`config.mk`:
```
export PLATFORM = sky130hd
export DESIGN_NAME = ctrl_sequencer_flat
export DESIGN_NICKNAME = d
export VERILOG_FILES = /design/src/rtl/ctrl_sequencer_if.sv /design/src/rtl/ctrl_sequencer.sv /design/src/flat_wrapper.sv
export SDC_FILE = /design/constraint.sdc
export NUM_CORES = 1
export LEC_CHECK = 0
export ABC_AREA = 1
export BUFFER_PORTS_ARGS = -buffer_cell sky130_fd_sc_hd__buf_2
export CAP_MARGIN = 0
export CORE_MARGIN = 2
export CORE_UTILIZATION = 36
export CTS_CLUSTER_SIZE = 14
export DETAILED_ROUTE_END_ITERATION = 8
export GPL_ROUTABILITY_DRIVEN = 0
export PLACE_DENSITY = 0.74
export SETUP_SLACK_MARGIN = 0.05
export SYNTH_ARGS = -nofsm -noshare
export SYNTH_HDL_FRONTEND = slang
export SYNTH_SLANG_ARGS = --single-unit
```
`constraint.sdc`:
```
create_clock -name clock -period 1.5 [get_ports clock]
set_clock_uncertainty 0.2 [all_clocks]
set_input_delay 0.3 -clock clock [delete_from_list [all_inputs] [get_ports clock]]
set_output_delay 0.3 -clock clock [all_outputs]
set_load 0.05 [all_outputs]
```
`src/rtl/ctrl_sequencer_if.sv`:
```
// Bundle between the sequencer and its fetch stage, datapath and the unified memory port.
interface ctrl_sequencer_if;
    logic        start;
    logic [15:0] instr;
    logic [7:0]  pc_addr;
    logic [7:0]  data_addr;
    logic [15:0] store_data;
    logic        activateFetch;
    logic [7:0]  mem_addr;
    logic        mem_we;
    logic [15:0] mem_wdata;
    logic        alu_en;
    logic        reg_we;
    logic        load_sel;
    logic        busy;
    logic        halted;
    logic        illegal;
    logic [15:0] retired;

    modport master (
        input  start, instr, pc_addr, data_addr, store_data,
        output activateFetch, mem_addr, mem_we, mem_wdata, alu_en, reg_we,
               load_sel, busy, halted, illegal, retired
    );

    modport slave (
        output start, instr, pc_addr, data_addr, store_data,
        input  activateFetch, mem_addr, mem_we, mem_wdata, alu_en, reg_we,
               load_sel, busy, halted, illegal, retired
    );
endinterface

```
`src/rtl/ctrl_sequencer.sv`:
```
// Main control FSM: fetch/decode sequencing and ownership of the shared memory port.
// IDLE wait start | FETCH pc on port | DECODE | EXEC one cycle | MEM_RD load wait | HALT until reset
module ctrl_sequencer #(
    parameter int MEM_LATENCY = 1,
    parameter int CNT_W       = 3
) (
    input  logic             clock,
    input  logic             reset,
    ctrl_sequencer_if.master bus
);
    typedef enum logic [2:0] {
        S_IDLE, S_FETCH, S_DECODE, S_EXEC, S_MEM_RD, S_HALT
    } state_t;

    localparam logic [CNT_W-1:0] LAT = CNT_W'(MEM_LATENCY);

    state_t           state_q, state_d;
    logic [CNT_W-1:0] cnt_q, cnt_d;
    logic [15:0]      retired_q, retired_d;
    logic [3:0]       op_q, op_d;
    logic [3:0]       opcode;
    logic             wait_done;

    logic        af, we, alu, rwe, lsel, busy, halted, ill;
    logic [7:0]  addr;
    logic [15:0] wdata;

    assign opcode    = bus.instr[15:12];
    assign wait_done = (cnt_q == LAT);

    always_ff @(posedge clock) begin
        if (reset) begin
            state_q   <= S_IDLE;
            cnt_q     <= '0;
            retired_q <= '0;
            op_q      <= '0;
        end else begin
            state_q   <= state_d;
            cnt_q     <= cnt_d;
            retired_q <= retired_d;
            op_q      <= op_d;
        end
    end

    always_comb begin
        state_d   = state_q;
        cnt_d     = cnt_q;
        retired_d = retired_q;
        op_d      = op_q;
        af        = 1'b0;
        we        = 1'b0;
        alu       = 1'b0;
        rwe       = 1'b0;
        lsel      = 1'b0;
        busy      = 1'b0;
        halted    = 1'b0;
        ill       = 1'b0;
        addr      = '0;
        wdata     = '0;
        case (state_q)
            S_IDLE: begin
                if (bus.start) begin
                    state_d = S_FETCH;
                    cnt_d   = '0;
                end
            end
            S_FETCH: begin
                busy  = 1'b1;
                addr  = bus.pc_addr;
                cnt_d = cnt_q + 1'b1;
                if (wait_done) begin
                    af      = 1'b1;
                    state_d = S_DECODE;
                end
            end
            S_DECODE: begin
                busy = 1'b1;
                op_d = opcode;
                case (opcode)
                    4'h8: begin
                        state_d = S_MEM_RD;
                        cnt_d   = '0;
                    end
                    4'hF: begin
                        state_d   = S_HALT;
                        retired_d = retired_q + 16'd1;
                    end
                    4'hA, 4'hB, 4'hC, 4'hD, 4'hE: begin
                        ill     = 1'b1;
                        state_d = S_EXEC;
                    end
                    default: state_d = S_EXEC;
                endcase
            end
            S_EXEC: begin
                busy = 1'b1;
                case (op_q)
                    4'h1, 4'h2, 4'h3, 4'h4, 4'h5, 4'h6, 4'h7: begin
                        alu = 1'b1;
                        rwe = 1'b1;
                    end
                    4'h9: begin
                        we    = 1'b1;
                        addr  = bus.data_addr;
                        wdata = bus.store_data;
                    end
                    default: ;
                endcase
                state_d   = S_FETCH;
                cnt_d     = '0;
                retired_d = retired_q + 16'd1;
            end
            S_MEM_RD: begin
                busy  = 1'b1;
                addr  = bus.data_addr;
                cnt_d = cnt_q + 1'b1;
                if (wait_done) begin
                    rwe       = 1'b1;
                    lsel      = 1'b1;
                    state_d   = S_FETCH;
                    cnt_d     = '0;
                    retired_d = retired_q + 16'd1;
                end
            end
            S_HALT:  halted = 1'b1;
            default: state_d = S_IDLE;
        endcase
    end

    assign bus.activateFetch = af;
    assign bus.mem_we        = we;
    assign bus.alu_en        = alu;
    assign bus.reg_we        = rwe;
    assign bus.load_sel      = lsel;
    assign bus.busy          = busy;
    assign bus.halted        = halted;
    assign bus.illegal       = ill;
    assign bus.mem_addr      = addr;
    assign bus.mem_wdata     = wdata;
    assign bus.retired       = retired_q;
endmodule

```
`src/flat_wrapper.sv`:
```
// flat-port wrapper written by rule: the top's interface ports become plain ports
module ctrl_sequencer_flat 
#(
    parameter int MEM_LATENCY = 1,
    parameter int CNT_W       = 3
)
  (clock, reset, bus_start, bus_instr, bus_pc_addr, bus_data_addr, bus_store_data, bus_activateFetch, bus_mem_addr, bus_mem_we, bus_mem_wdata, bus_alu_en, bus_reg_we, bus_load_sel, bus_busy, bus_halted, bus_illegal, bus_retired);
  ctrl_sequencer_if bus_i ();
  input  logic clock;
  input  logic reset;
  input wire logic [$bits(bus_i.start)-1:0] bus_start;
  input wire logic [$bits(bus_i.instr)-1:0] bus_instr;
  input wire logic [$bits(bus_i.pc_addr)-1:0] bus_pc_addr;
  input wire logic [$bits(bus_i.data_addr)-1:0] bus_data_addr;
  input wire logic [$bits(bus_i.store_data)-1:0] bus_store_data;
  output wire logic [$bits(bus_i.activateFetch)-1:0] bus_activateFetch;
  output wire logic [$bits(bus_i.mem_addr)-1:0] bus_mem_addr;
  output wire logic [$bits(bus_i.mem_we)-1:0] bus_mem_we;
  output wire logic [$bits(bus_i.mem_wdata)-1:0] bus_mem_wdata;
  output wire logic [$bits(bus_i.alu_en)-1:0] bus_alu_en;
  output wire logic [$bits(bus_i.reg_we)-1:0] bus_reg_we;
  output wire logic [$bits(bus_i.load_sel)-1:0] bus_load_sel;
  output wire logic [$bits(bus_i.busy)-1:0] bus_busy;
  output wire logic [$bits(bus_i.halted)-1:0] bus_halted;
  output wire logic [$bits(bus_i.illegal)-1:0] bus_illegal;
  output wire logic [$bits(bus_i.retired)-1:0] bus_retired;
  assign bus_i.start = bus_start;
  assign bus_i.instr = bus_instr;
  assign bus_i.pc_addr = bus_pc_addr;
  assign bus_i.data_addr = bus_data_addr;
  assign bus_i.store_data = bus_store_data;
  assign bus_activateFetch = bus_i.activateFetch;
  assign bus_mem_addr = bus_i.mem_addr;
  assign bus_mem_we = bus_i.mem_we;
  assign bus_mem_wdata = bus_i.mem_wdata;
  assign bus_alu_en = bus_i.alu_en;
  assign bus_reg_we = bus_i.reg_we;
  assign bus_load_sel = bus_i.load_sel;
  assign bus_busy = bus_i.busy;
  assign bus_halted = bus_i.halted;
  assign bus_illegal = bus_i.illegal;
  assign bus_retired = bus_i.retired;
  ctrl_sequencer #(.MEM_LATENCY(MEM_LATENCY), .CNT_W(CNT_W)) u_core (.clock(clock), .reset(reset), .bus(bus_i));
endmodule
```
==> run_summary.xml, run 1 <==
<?xml version="1.0" encoding="UTF-8"?>
<metrics>
  <group name="status">
    <metric name="outcome" unit="">finished with violations</metric>
    <metric name="violations" unit="">setup timing</metric>
  </group>
  <group name="global_routing">
    <metric name="number_of_antenna_violations_at_the_first_check_in_global_routing" unit="">0</metric>
    <metric name="via_count_of_the_first_global_routing_pass" unit="">2611</metric>
    <metric name="maximum_number_of_pins_on_one_net_before_global_route_repair" unit="">17</metric>
    <metric name="global_route.overflow_total" unit="">0</metric>
    <metric name="grt_util_all_layers" unit="%">27.59</metric>
    <metric name="wire_length_of_the_first_global_routing_pass" unit="mm">11.83</metric>
  </group>
  <group name="synthesis">
    <metric name="number_of_distinct_standard_cells_referenced_by_the_synthesized_netlist" unit="">24</metric>
    <metric name="number_of_synthesized_flops_with_an_enable_pin" unit="">0</metric>
    <metric name="synth_most_common_cell" unit="">nand2_1</metric>
    <metric name="library_cell_with_the_largest_summed_area_after_synthesis" unit="">dfxtp_1</metric>
    <metric name="synth_nets" unit="">363</metric>
    <metric name="netlist_area" unit="mm^2">0.001762</metric>
    <metric name="synth_cells" unit="">309</metric>
    <metric name="synth.top_cells.by_area" unit="">dfxtp_1, nand2_1, nor2_1</metric>
    <metric name="number_of_warning_messages_in_the_yosys_log" unit="">0</metric>
    <metric name="asyncSetResetFlopFracSynth" unit="%">0</metric>
    <metric name="netlist_top_cells_count" unit="">nand2_1, nor2_1, inv_1</metric>
    <metric name="synth-seq-area-share" unit="%">29.55</metric>
    <metric name="synth_top_area_share" unit="%">29.55</metric>
    <metric name="synthesis.area_per_instance" unit="um^2">5.701</metric>
    <metric name="ys.flop_type" unit="">dfxtp_1</metric>
    <metric name="postSynthRegisterBits" unit="">26</metric>
  </group>
  <group name="timing">
    <metric name="timing_worst_slew_pin_value" unit="ns">0.4411</metric>
    <metric name="final-setup-viol-count" unit="">57</metric>
    <metric name="setup_total_negative_slack" unit="ns">-20.68</metric>
    <metric name="finalCriticalPeriod" unit="ns">2.111</metric>
    <metric name="final_max_slew_viol_count" unit="">0</metric>
    <metric name="layout_worst_path_cycle_share" unit="%">140.7</metric>
    <metric name="finalHoldViolations" unit="">0</metric>
    <metric name="postLayoutSetupSlackWorst" unit="ns">-0.6112</metric>
    <metric name="timing.max_slew.rel_slack" unit="%">70.56</metric>
    <metric name="maxClockFrequency" unit="MHz">473.7</metric>
    <metric name="unrepaired_setup_endpoints_after_global_routing" unit="">yes</metric>
  </group>
  <group name="layout">
    <metric name="final_layout_size_suffix_gt1_share" unit="%">63.41</metric>
    <metric name="fin_nets" unit="">506</metric>
    <metric name="num-fill-cells" unit="">240</metric>
    <metric name="final-instance-count-excl-fill" unit="">518</metric>
    <metric name="multiInputGateArea" unit="mm^2">0.001634</metric>
    <metric name="area_growth" unit="%">120.8</metric>
    <metric name="seq_cell_area" unit="um^2">581.8</metric>
    <metric name="utilization" unit="%">82.36</metric>
    <metric name="n_antenna_cell" unit="">0</metric>
  </group>
  <group name="floorplanning">
    <metric name="design.core.area" unit="mm^2">0.004723</metric>
    <metric name="ios" unit="">99</metric>
    <metric name="floorplan.die.width" unit="um">73.96</metric>
    <metric name="start_util" unit="%">37.30</metric>
    <metric name="die_height" unit="um">73.96</metric>
    <metric name="fp.dieArea" unit="mm^2">0.005469</metric>
    <metric name="std_cell_rows" unit="">25</metric>
  </group>
  <group name="worst_setup_path">
    <metric name="crit_path_end_kind" unit="">primary output</metric>
    <metric name="slowest_stage" unit="">dfxtp_2</metric>
    <metric name="cp_data_arrival_time" unit="ns">1.61</metric>
    <metric name="crit_path_frequent_cell" unit="">buf_6</metric>
    <metric name="crit_fanout" unit="">16</metric>
    <metric name="worstSetupStartpointType" unit="">flip-flop</metric>
    <metric name="cp_peak_stage_delay" unit="ns">0.34</metric>
    <metric name="crit_required" unit="ns">1.00</metric>
    <metric name="cp_cell_sequence" unit="">inv_2 &gt; nand4_1 &gt; nor2_4 &gt; buf_6 &gt; inv_16 &gt; nor2_2 &gt; buf_6</metric>
    <metric name="crit_type" unit="">reg2out</metric>
  </group>
  <group name="detailed_routing">
    <metric name="avgViaCountPerCell" unit="">5.253</metric>
    <metric name="postRouteWirelength" unit="mm">9.218</metric>
    <metric name="remaining_drc_errors" unit="">0</metric>
    <metric name="vias" unit="">2721</metric>
    <metric name="drt-initial-drc-count" unit="">196</metric>
    <metric name="routed_wire_length_per_instance" unit="um">17.80</metric>
    <metric name="drt_pass1_iterations" unit="">4</metric>
    <metric name="detail-route-antenna-nets" unit="">0</metric>
  </group>
  <group name="clocking">
    <metric name="worstSkewPairLatency" unit="ns">0.27</metric>
    <metric name="cts.root.buffer_cell" unit="">clkbuf_8</metric>
    <metric name="cts_htree_levels" unit="">1</metric>
    <metric name="clk_transition_reported_paths" unit="ns">0.09</metric>
    <metric name="cts_sinks" unit="">26</metric>
    <metric name="cts_made_buffers" unit="">3</metric>
    <metric name="clockBufferDepth" unit="">2</metric>
    <metric name="tritoncts" unit="">built</metric>
  </group>
  <group name="place">
    <metric name="hpwl" unit="mm">3.974</metric>
    <metric name="place.port_buffers" unit="">86</metric>
    <metric name="numPlacedInstances" unit="">492</metric>
  </group>
  <group name="pwr">
    <metric name="power.density_cell_area" unit="mW/mm^2">800.2</metric>
    <metric name="post-layout-total-power" unit="uW">3113</metric>
    <metric name="peakVddDrop" unit="mV">0.5542</metric>
    <metric name="power.leakage" unit="uW">0.001793</metric>
  </group>
  <group name="worst_hold_path">
    <metric name="hp-class" unit="">in2reg</metric>
  </group>
  <group name="flow_run">
    <metric name="max_cap_violations" unit="">0</metric>
  </group>
</metrics>
## critical path, delay by kind of cell, from the launching register on
family	cells	cell delay, ns
flip-flops	1	0.34
AND/OR/NAND/NOR	3	0.50
buffers and inverters	4	0.48
## cells by family (layout without fill, tap and decap cells)
kind of cell,after synthesis,count (layout),synth area share (%)
AND/OR/NAND/NOR,179,179,42.26
buffers and inverters,55,197,12.21
AO/OA/AOI/OAI,43,43,12.36
flip-flops,26,26,29.55
adder cells (fa/ha/maj),3,3,2.131
XOR/XNOR,3,3,1.492
## per-stage QoR
step / area, um^2 / worst slack, ns / hold WS (ns)
finish: 3890 / -0.6112 / 0.1319
CTS: 3671 / -0.4499 / 0.1126
detailed placement: 2853 / -0.2581 / 0.2812
floorplan: 2090 / -0.4874 / 0.2292
global placement: 2853 / -0.2448 / 0.2765
global route: 3890 / -0.6433 / 0.1391
## placed cells by master (no fill, tap or decap), drive strengths merged
master and instances:
or2 1, inv 48, xnor2 2, ha 3
buf 136, nor2 62, nor3 2, xor2 1
dfxtp 26, nand2 84, a21o 1, nand3b 3
a21oi 26, nand4 1, o21ai 16, clkbuf 13
nand3 26
## repair_timing
| action | CTS | global route |
|---|---|---|
| gates cloned | 5 | 0 |
| endpoints found under the setup margin | 55 | 65 |
| setup buffers | 16 | 10 |
| pin swaps | 29 | 35 |
| gates resized for setup | 167 | 78 |
| hold buffers | 0 | 0 |
## registers in the layout, indices dropped and copies added (netlist names)
signal / cells
u_core.bus.retired: 16
u_core.state_q: 3
u_core.cnt_q: 3
u_core.op_q: 4
## worst paths after layout
path | from | end | slack, ns | cells after the start
worst max register to register | u_core.state_q[1]$_SDFFE_PP0P_ | u_core.bus.retired[4]$_SDFFE_PP0P_ | -0.37 | 11
worst max-delay path | u_core.op_q[1]$_SDFFE_PP0P_ | bus_mem_wdata[15] | -0.61 | 7
worst min register to register | u_core.bus.retired[15]$_SDFFE_PP0P_ | u_core.bus.retired[15]$_SDFFE_PP0P_ | 0.31 | 2
worst min-delay path | bus_instr[14] | u_core.op_q[2]$_SDFFE_PP0P_ | 0.13 | 3
## metal layers
metal | track usage (%) | vias to the layer above | wire length (um)
met5 | 0 | - | 0
met4 | 12.73 | 0 | 452
met3 | 2.846 | 49 | 736
met2 | 53.47 | 166 | 4722
met1 | 29.67 | 1258 | 3306
li1 | - | 1248 | -
## cell type report
class                      instances  share of cell area [%]
clock buffer                       4                   1.415
inverter                          48                   5.371
multi-input combinational        228                   42.01
sequential                        26                   14.96
tap                               67                   2.155
timing repair buffer             145                   34.09
## report_power, final
group          internal [uW]  total [uW]  switching (uW)
Sequential               738         824            86.0
Combinational            827        1830            1000
Clock                    235         458             223
Total                   1800        3110            1310
Power figures use the tool's default switching activity.
==> inputs of run 2 (changes only) <==
--- a/config.mk
+++ b/config.mk
@@ -5,8 +5,7 @@
 export SDC_FILE = /design/constraint.sdc
 export NUM_CORES = 1
 export LEC_CHECK = 0
-export ABC_AREA = 1
-export BUFFER_PORTS_ARGS = -buffer_cell sky130_fd_sc_hd__buf_2
+export BUFFER_PORTS_ARGS = -buffer_cell sky130_fd_sc_hd__clkbuf_2
 export CAP_MARGIN = 0
 export CORE_MARGIN = 2
 export CORE_UTILIZATION = 36
==> run_summary.xml, run 2 <==
<?xml version="1.0" encoding="UTF-8"?>
<metrics>
  <group name="global_routing">
    <metric name="via_count_of_the_first_global_routing_pass" unit="">2771</metric>
    <metric name="global_route.overflow_total" unit="">0</metric>
    <metric name="wire_length_of_the_first_global_routing_pass" unit="mm">14.81</metric>
    <metric name="maximum_number_of_pins_on_one_net_before_global_route_repair" unit="">16</metric>
    <metric name="grt_util_all_layers" unit="%">35.37</metric>
    <metric name="number_of_antenna_violations_at_the_first_check_in_global_routing" unit="">0</metric>
  </group>
  <group name="timing">
    <metric name="final-setup-viol-count" unit="">58</metric>
    <metric name="final_max_slew_viol_count" unit="">0</metric>
    <metric name="setup_total_negative_slack" unit="ns">-34.38</metric>
    <metric name="finalCriticalPeriod" unit="ns">2.328</metric>
    <metric name="finalHoldViolations" unit="">0</metric>
    <metric name="maxClockFrequency" unit="MHz">429.5</metric>
    <metric name="timing_worst_slew_pin_value" unit="ns">0.5337</metric>
    <metric name="postLayoutSetupSlackWorst" unit="ns">-0.8281</metric>
    <metric name="final.hold.worst_slack" unit="ns">0.2302</metric>
    <metric name="unrepaired_setup_endpoints_after_global_routing" unit="">yes</metric>
    <metric name="layout_worst_path_cycle_share" unit="%">155.2</metric>
    <metric name="timing.max_slew.rel_slack" unit="%">64.04</metric>
  </group>
  <group name="detailed_routing">
    <metric name="avgViaCountPerCell" unit="">6.438</metric>
    <metric name="drt-initial-drc-count" unit="">280</metric>
    <metric name="remaining_drc_errors" unit="">0</metric>
    <metric name="postRouteWirelength" unit="mm">12.90</metric>
    <metric name="detail-route-antenna-nets" unit="">0</metric>
    <metric name="routed_wire_length_per_instance" unit="um">27.98</metric>
    <metric name="vias" unit="">2968</metric>
    <metric name="drt_pass1_iterations" unit="">7</metric>
  </group>
  <group name="synthesis">
    <metric name="synth_most_common_cell" unit="">dfxtp_1</metric>
    <metric name="netlist_area" unit="mm^2">0.001783</metric>
    <metric name="library_cell_with_the_largest_summed_area_after_synthesis" unit="">dfxtp_1</metric>
    <metric name="synth-seq-area-share" unit="%">29.19</metric>
    <metric name="number_of_warning_messages_in_the_yosys_log" unit="">0</metric>
    <metric name="synth.top_cells.by_area" unit="">dfxtp_1, a21oi_1, and2_1</metric>
    <metric name="synth_nets" unit="">276</metric>
    <metric name="postSynthRegisterBits" unit="">26</metric>
    <metric name="synth_top_area_share" unit="%">29.19</metric>
    <metric name="ys.flop_type" unit="">dfxtp_1</metric>
    <metric name="netlist_top_cells_count" unit="">dfxtp_1, a21oi_1, and2_1, nand2_1</metric>
    <metric name="number_of_synthesized_flops_with_an_enable_pin" unit="">0</metric>
    <metric name="synth_cells" unit="">222</metric>
    <metric name="asyncSetResetFlopFracSynth" unit="%">0</metric>
    <metric name="synthesis.area_per_instance" unit="um^2">8.031</metric>
    <metric name="number_of_distinct_standard_cells_referenced_by_the_synthesized_netlist" unit="">48</metric>
  </group>
  <group name="status">
    <metric name="violations" unit="">setup timing</metric>
    <metric name="outcome" unit="">finished with violations</metric>
  </group>
  <group name="layout">
    <metric name="num-fill-cells" unit="">129</metric>
    <metric name="area_growth" unit="%">154.0</metric>
    <metric name="layout_common_cells" unit="">buf_4, clkbuf_2, buf_6</metric>
    <metric name="final_common_cell" unit="">buf_4</metric>
    <metric name="final_layout_size_suffix_gt1_share" unit="%">78.43</metric>
    <metric name="stdcell_area" unit="mm^2">0.004528</metric>
    <metric name="fin_nets" unit="">449</metric>
    <metric name="n_antenna_cell" unit="">0</metric>
    <metric name="largest_register_ffs" unit="">16</metric>
  </group>
  <group name="floorplanning">
    <metric name="die_height" unit="um">74.38</metric>
    <metric name="start_util" unit="%">37.50</metric>
    <metric name="ios" unit="">99</metric>
    <metric name="floorplan.die.width" unit="um">74.38</metric>
    <metric name="design.core.area" unit="mm^2">0.004755</metric>
    <metric name="fp.dieArea" unit="mm^2">0.005532</metric>
    <metric name="std_cell_rows" unit="">25</metric>
  </group>
  <group name="clocking">
    <metric name="worstSkewPairLatency" unit="ns">0.29</metric>
    <metric name="clk_transition_reported_paths" unit="ns">0.11</metric>
    <metric name="cts_hold_repair.buffers" unit="">0</metric>
    <metric name="tritoncts" unit="">built</metric>
    <metric name="cts_htree_levels" unit="">1</metric>
    <metric name="clockBufferDepth" unit="">2</metric>
    <metric name="cts.root.buffer_cell" unit="">clkbuf_8</metric>
    <metric name="cts_made_buffers" unit="">3</metric>
    <metric name="cts_sinks" unit="">26</metric>
  </group>
  <group name="worst_setup_path">
    <metric name="cp_cell_sequence" unit="">buf_6 &gt; nor2_4 &gt; a31oi_4 &gt; buf_6 &gt; buf_6 &gt; or4_1 &gt; a21oi_1</metric>
    <metric name="crit_path_frequent_cell" unit="">buf_6</metric>
    <metric name="crit_required" unit="ns">1.49</metric>
    <metric name="cp_peak_stage_delay" unit="ns">0.59</metric>
    <metric name="slowest_stage" unit="">or4_1</metric>
    <metric name="critPathTopFamily" unit="">simple AND/OR/NAND/NOR gates</metric>
    <metric name="worst-path-buf-inv" unit="">3</metric>
    <metric name="cp_data_arrival_time" unit="ns">2.32</metric>
    <metric name="crit_fanout" unit="">7</metric>
    <metric name="worstSetupStartpointType" unit="">flip-flop</metric>
    <metric name="crit_type" unit="">reg2reg</metric>
    <metric name="crit_path_end_kind" unit="">flip-flop</metric>
  </group>
  <group name="flow_run">
    <metric name="max_cap_violations" unit="">0</metric>
  </group>
  <group name="worst_hold_path">
    <metric name="hp-class" unit="">in2reg</metric>
  </group>
  <group name="pwr">
    <metric name="intPower" unit="uW">1911</metric>
    <metric name="power.density_cell_area" unit="mW/mm^2">756.4</metric>
    <metric name="seq_power_share" unit="%">23.1</metric>
    <metric name="power.share.combinational" unit="%">64.0</metric>
    <metric name="peakVddDrop" unit="mV">0.7091</metric>
    <metric name="power.share.clock" unit="%">12.9</metric>
    <metric name="netSwitchingFraction" unit="%">44.19</metric>
    <metric name="p_sw" unit="uW">1514</metric>
    <metric name="power.leakage" unit="uW">0.001856</metric>
  </group>
  <group name="place">
    <metric name="dpl_worst_slack" unit="ns">-0.6935</metric>
    <metric name="place_area" unit="mm^2">0.003166</metric>
    <metric name="place.port_buffers" unit="">86</metric>
    <metric name="hpwl" unit="mm">4.478</metric>
  </group>
</metrics>
[run 2: final cells by class]
type	count	area (um^2)	area share, %
clock buffer	3	41.29	0.9119
clock inverter	1	3.754	0.08290
inverter	5	21.27	0.4697
timing repair buffer	186	2041	45.07
tap	67	83.83	1.851
multi-input combinational	173	1768	39.04
sequential	26	569.3	12.57
[run 2: final timing paths]
| kind | startpoint | to | slack (ns) | depth (start not counted) |
|---|---|---|---|---|
| setup / recovery | u_core.state_q[0]$_SDFFE_PP0P_ | u_core.bus.retired[13]$_SDFFE_PP0P_ | -0.83 | 7 |
| hold / removal | bus_instr[13] | u_core.op_q[1]$_SDFFE_PP0P_ | 0.23 | 4 |
| setup reg to reg | u_core.state_q[0]$_SDFFE_PP0P_ | u_core.bus.retired[13]$_SDFFE_PP0P_ | -0.83 | 7 |
| hold reg to reg | u_core.bus.retired[1]$_SDFFE_PP0P_ | u_core.bus.retired[1]$_SDFFE_PP0P_ | 0.35 | 2 |
[run 2: worst reg2reg max path: stages (launching register included)]
cell	delay, ns
dfxtp_4	0.41
buf_6	0.14
nor2_4	0.20
a31oi_4	0.16
buf_6	0.15
buf_6	0.13
or4_1	0.59
a21oi_1	0.26
[run 2: repair_timing]
item                       in CTS  in global routing
cloned                          4                  1
pin swaps                      28                 27
resized for setup             151                 93
setup endpoints to repair      73                 71
setup buffers                  16                 15
[run 2: per-layer routing]
layer | global-route usage (%) | vias up | share of wire [%]
met1 | 40.10 | 1376 | 34
met2 | 65.19 | 316 | 47
met5 | 0 | - | 0
met3 | 6.098 | 105 | 11
li1 | - | 1171 | -
met4 | 14.29 | 0 | 7.6
[run 2: cell families (layout without fill, tap and decap cells)]
| logic type | after synthesis | after routing | share of synthesized area, % |
|---|---|---|---|
| compound gates | 67 | 67 | 26.53 |
| xor+xnor | 1 | 1 | 0.4913 |
| fa+ha+maj | 3 | 3 | 2.105 |
| buf+inv | 23 | 195 | 6.877 |
| flops | 26 | 26 | 29.19 |
| mux | 3 | 3 | 2.035 |
| simple gates | 99 | 99 | 32.77 |
[run 2: through the flow]
step                      std cells  total power [uW]  util (%)
after floorplan                 222              1687         -
after global placement          429              2099     66.58
after detailed placement        429              2125     66.58
after CTS                       452              2927     88.42
after global routing            461              3478     95.24
final                           461              3425     95.24
[run 2: power groups by stage]
| stage | registers, uW | clock network, uW | logic, uW |
|---|---|---|---|
| CTS | 777 | 417 | 1730 |
| global route | 791 | 456 | 2230 |
| global placement | 780 | 0 | 1320 |
| finish | 792 | 442 | 2190 |
| floorplan | 799 | 0 | 887 |
| detailed placement | 783 | 0 | 1340 |
==> inputs of run 3 (changes only) <==
--- a/config.mk
+++ b/config.mk
@@ -7,12 +7,13 @@
 export LEC_CHECK = 0
 export BUFFER_PORTS_ARGS = -buffer_cell sky130_fd_sc_hd__clkbuf_2
 export CAP_MARGIN = 0
-export CORE_MARGIN = 2
+export CORE_MARGIN = 3
 export CORE_UTILIZATION = 36
 export CTS_CLUSTER_SIZE = 14
 export DETAILED_ROUTE_END_ITERATION = 8
 export GPL_ROUTABILITY_DRIVEN = 0
 export PLACE_DENSITY = 0.74
+export REMOVE_ABC_BUFFERS = 1
 export SETUP_SLACK_MARGIN = 0.05
 export SYNTH_ARGS = -nofsm -noshare
 export SYNTH_HDL_FRONTEND = slang
==> run_summary.xml, run 3 (synthesis gave the netlist of run 2 again) <==
<?xml version="1.0" encoding="UTF-8"?>
<metrics>
  <group name="detailed_routing">
    <metric name="drt_pass1_iterations" unit="">5</metric>
    <metric name="routed_wire_length_per_instance" unit="um">24.37</metric>
    <metric name="remaining_drc_errors" unit="">0</metric>
    <metric name="drt-initial-drc-count" unit="">300</metric>
    <metric name="detail-route-antenna-nets" unit="">0</metric>
    <metric name="vias" unit="">2817</metric>
    <metric name="postRouteWirelength" unit="mm">10.77</metric>
    <metric name="avgViaCountPerCell" unit="">6.373</metric>
  </group>
  <group name="global_routing">
    <metric name="grt_util_all_layers" unit="%">27.54</metric>
    <metric name="number_of_antenna_violations_at_the_first_check_in_global_routing" unit="">0</metric>
    <metric name="global_route.overflow_total" unit="">0</metric>
    <metric name="maximum_number_of_pins_on_one_net_before_global_route_repair" unit="">17</metric>
    <metric name="via_count_of_the_first_global_routing_pass" unit="">2586</metric>
    <metric name="wire_length_of_the_first_global_routing_pass" unit="mm">13.16</metric>
  </group>
  <group name="clocking">
    <metric name="clockBufferDepth" unit="">2</metric>
    <metric name="cts_made_buffers" unit="">3</metric>
    <metric name="cts_sinks" unit="">26</metric>
    <metric name="clk_transition_reported_paths" unit="ns">0.09</metric>
    <metric name="tritoncts" unit="">built</metric>
    <metric name="cts_htree_levels" unit="">1</metric>
    <metric name="cts.root.buffer_cell" unit="">clkbuf_8</metric>
    <metric name="cts_hold_repair.buffers" unit="">0</metric>
    <metric name="worstSkewPairLatency" unit="ns">0.27</metric>
  </group>
  <group name="layout">
    <metric name="largest_register_ffs" unit="">16</metric>
    <metric name="seq_cell_area" unit="um^2">544.3</metric>
    <metric name="final_common_cell" unit="">buf_4</metric>
    <metric name="n_antenna_cell" unit="">0</metric>
    <metric name="fin_nets" unit="">433</metric>
    <metric name="layout_common_cells" unit="">buf_4, clkbuf_2, buf_8</metric>
    <metric name="final_layout_size_suffix_gt1_share" unit="%">74.01</metric>
    <metric name="num-fill-cells" unit="">197</metric>
    <metric name="area_growth" unit="%">121.5</metric>
    <metric name="final-instance-count-excl-fill" unit="">442</metric>
    <metric name="multiInputGateArea" unit="mm^2">0.001623</metric>
  </group>
  <group name="timing">
    <metric name="unrepaired_setup_endpoints_after_global_routing" unit="">yes</metric>
    <metric name="timing.max_slew.rel_slack" unit="%">66.11</metric>
    <metric name="finalCriticalPeriod" unit="ns">2.238</metric>
    <metric name="final_max_slew_viol_count" unit="">0</metric>
    <metric name="timing_worst_slew_pin_value" unit="ns">0.5030</metric>
    <metric name="postLayoutSetupSlackWorst" unit="ns">-0.7376</metric>
    <metric name="maxClockFrequency" unit="MHz">446.9</metric>
    <metric name="finalHoldViolations" unit="">0</metric>
    <metric name="layout_worst_path_cycle_share" unit="%">149.2</metric>
    <metric name="final-setup-viol-count" unit="">58</metric>
  </group>
  <group name="worst_setup_path">
    <metric name="crit_path_end_kind" unit="">primary output</metric>
    <metric name="crit_type" unit="">reg2out</metric>
    <metric name="crit_fanout" unit="">8</metric>
    <metric name="crit_required" unit="ns">1.00</metric>
    <metric name="worstSetupStartpointType" unit="">flip-flop</metric>
    <metric name="cp_data_arrival_time" unit="ns">1.74</metric>
  </group>
  <group name="pwr">
    <metric name="p_sw" unit="uW">1324</metric>
    <metric name="power.share.combinational" unit="%">62.4</metric>
    <metric name="post-layout-total-power" unit="uW">3133</metric>
    <metric name="power.share.clock" unit="%">12.5</metric>
    <metric name="power.density_cell_area" unit="mW/mm^2">793.2</metric>
    <metric name="peakVddDrop" unit="mV">0.6506</metric>
    <metric name="power.leakage" unit="uW">0.001641</metric>
    <metric name="netSwitchingFraction" unit="%">42.25</metric>
    <metric name="seq_power_share" unit="%">25.1</metric>
    <metric name="intPower" unit="uW">1809</metric>
  </group>
  <group name="place">
    <metric name="place.port_buffers" unit="">86</metric>
    <metric name="numPlacedInstances" unit="">423</metric>
    <metric name="hpwl" unit="mm">4.657</metric>
  </group>
  <group name="flow_run">
    <metric name="max_cap_violations" unit="">0</metric>
  </group>
  <group name="floorplanning">
    <metric name="ios" unit="">99</metric>
    <metric name="start_util" unit="%">39.06</metric>
    <metric name="std_cell_rows" unit="">24</metric>
    <metric name="design.core.area" unit="mm^2">0.004564</metric>
    <metric name="fp.dieArea" unit="mm^2">0.005833</metric>
    <metric name="die_height" unit="um">76.38</metric>
    <metric name="floorplan.die.width" unit="um">76.38</metric>
  </group>
  <group name="status">
    <metric name="outcome" unit="">finished with violations</metric>
    <metric name="violations" unit="">setup timing</metric>
  </group>
  <group name="worst_hold_path">
    <metric name="hp-class" unit="">in2reg</metric>
  </group>
</metrics>
-- run 3: cell count changes in the layout (fill, tap and decap cells not counted), sizes merged --
cell / before / now
clkbuf: 63 / 49
buf: 126 / 124
clkinv: 1 / 0
-- run 3: power groups by stage --
stage / registers (uW) / clock network (uW) / logic, uW
5_1_grt: 790 / 428 / 2020
6_report: 788 / 392 / 1950
2_1_floorplan: 818 / 0 / 603
3_3_place_gp: 766 / 0 / 1170
3_5_place_dp: 768 / 0 / 1200
4_1_cts: 772 / 401 / 1490
-- run 3: repair_timing --
item / 4_1_cts / 5_1_grt
resized for setup: 134 / 131
cloned: 2 / 1
setup endpoints to repair: 72 / 73
pin swaps: 22 / 29
setup buffers: 4 / 10
-- run 3: final timing paths --
| kind | slack [ns] | endpoint | cells after the start | start |
|---|---|---|---|---|
| setup reg to reg | -0.53 | u_core.bus.retired[8]$_SDFFE_PP0P_ | 7 | u_core.cnt_q[1]$_SDFFE_PP0P_ |
| hold reg to reg | 0.33 | u_core.bus.retired[13]$_SDFFE_PP0P_ | 2 | u_core.bus.retired[13]$_SDFFE_PP0P_ |
| hold / removal | 0.13 | u_core.state_q[0]$_SDFFE_PP0P_ | 2 | reset |
| setup / recovery | -0.74 | bus_mem_addr[1] | 6 | u_core.state_q[2]$_SDFFE_PP0P_ |
-- run 3: cell type report --
cell class | count | share of cell area (%)
Tap cell | 65 | 2.059
Timing Repair Buffer | 170 | 41.56
Clock buffer | 3 | 1.045
Inverter | 5 | 0.4751
Multi-Input combinational cell | 173 | 41.08
Sequential cell | 26 | 13.78
-- run 3: per-stage QoR --
| step | hold slack (ns) | worst slack [ns] | instance area (um^2) | utilization [%] | setup TNS [ns] |
|---|---|---|---|---|---|
| 2_1_floorplan | 0.1691 | -2.164 | 1679 | - | -76.42 |
| 3_3_place_gp | 0.2770 | -0.4463 | 2810 | 61.57 | -19.28 |
| 3_5_place_dp | 0.2930 | -0.5066 | 2810 | 61.57 | -21.21 |
| 4_1_cts | 0.1116 | -0.5837 | 3462 | 75.85 | -23.73 |
| 5_1_grt | 0.1315 | -0.7542 | 3950 | 86.54 | -31.15 |
| 6_report | 0.1321 | -0.7376 | 3950 | 86.54 | -28.81 |
-- run 3: worst max-delay path: stages, from the launching register on --
cell and delay (ns):
dfxtp_4 0.39, buf_12 0.14, nor2b_4 0.19, buf_6 0.17
a22oi_1 0.15, o2bb2ai_2 0.24, buf_8 0.18
-- run 3: layer usage --
| metal | GRT usage, % | up-vias | share of wire (%) |
|---|---|---|---|
| li1 | - | 1137 | - |
| met1 | 29.99 | 1372 | 36 |
| met2 | 51.67 | 237 | 49 |
| met3 | 5.792 | 71 | 8.4 |
| met4 | 10.51 | 0 | 6.1 |
| met5 | 0 | - | 0 |
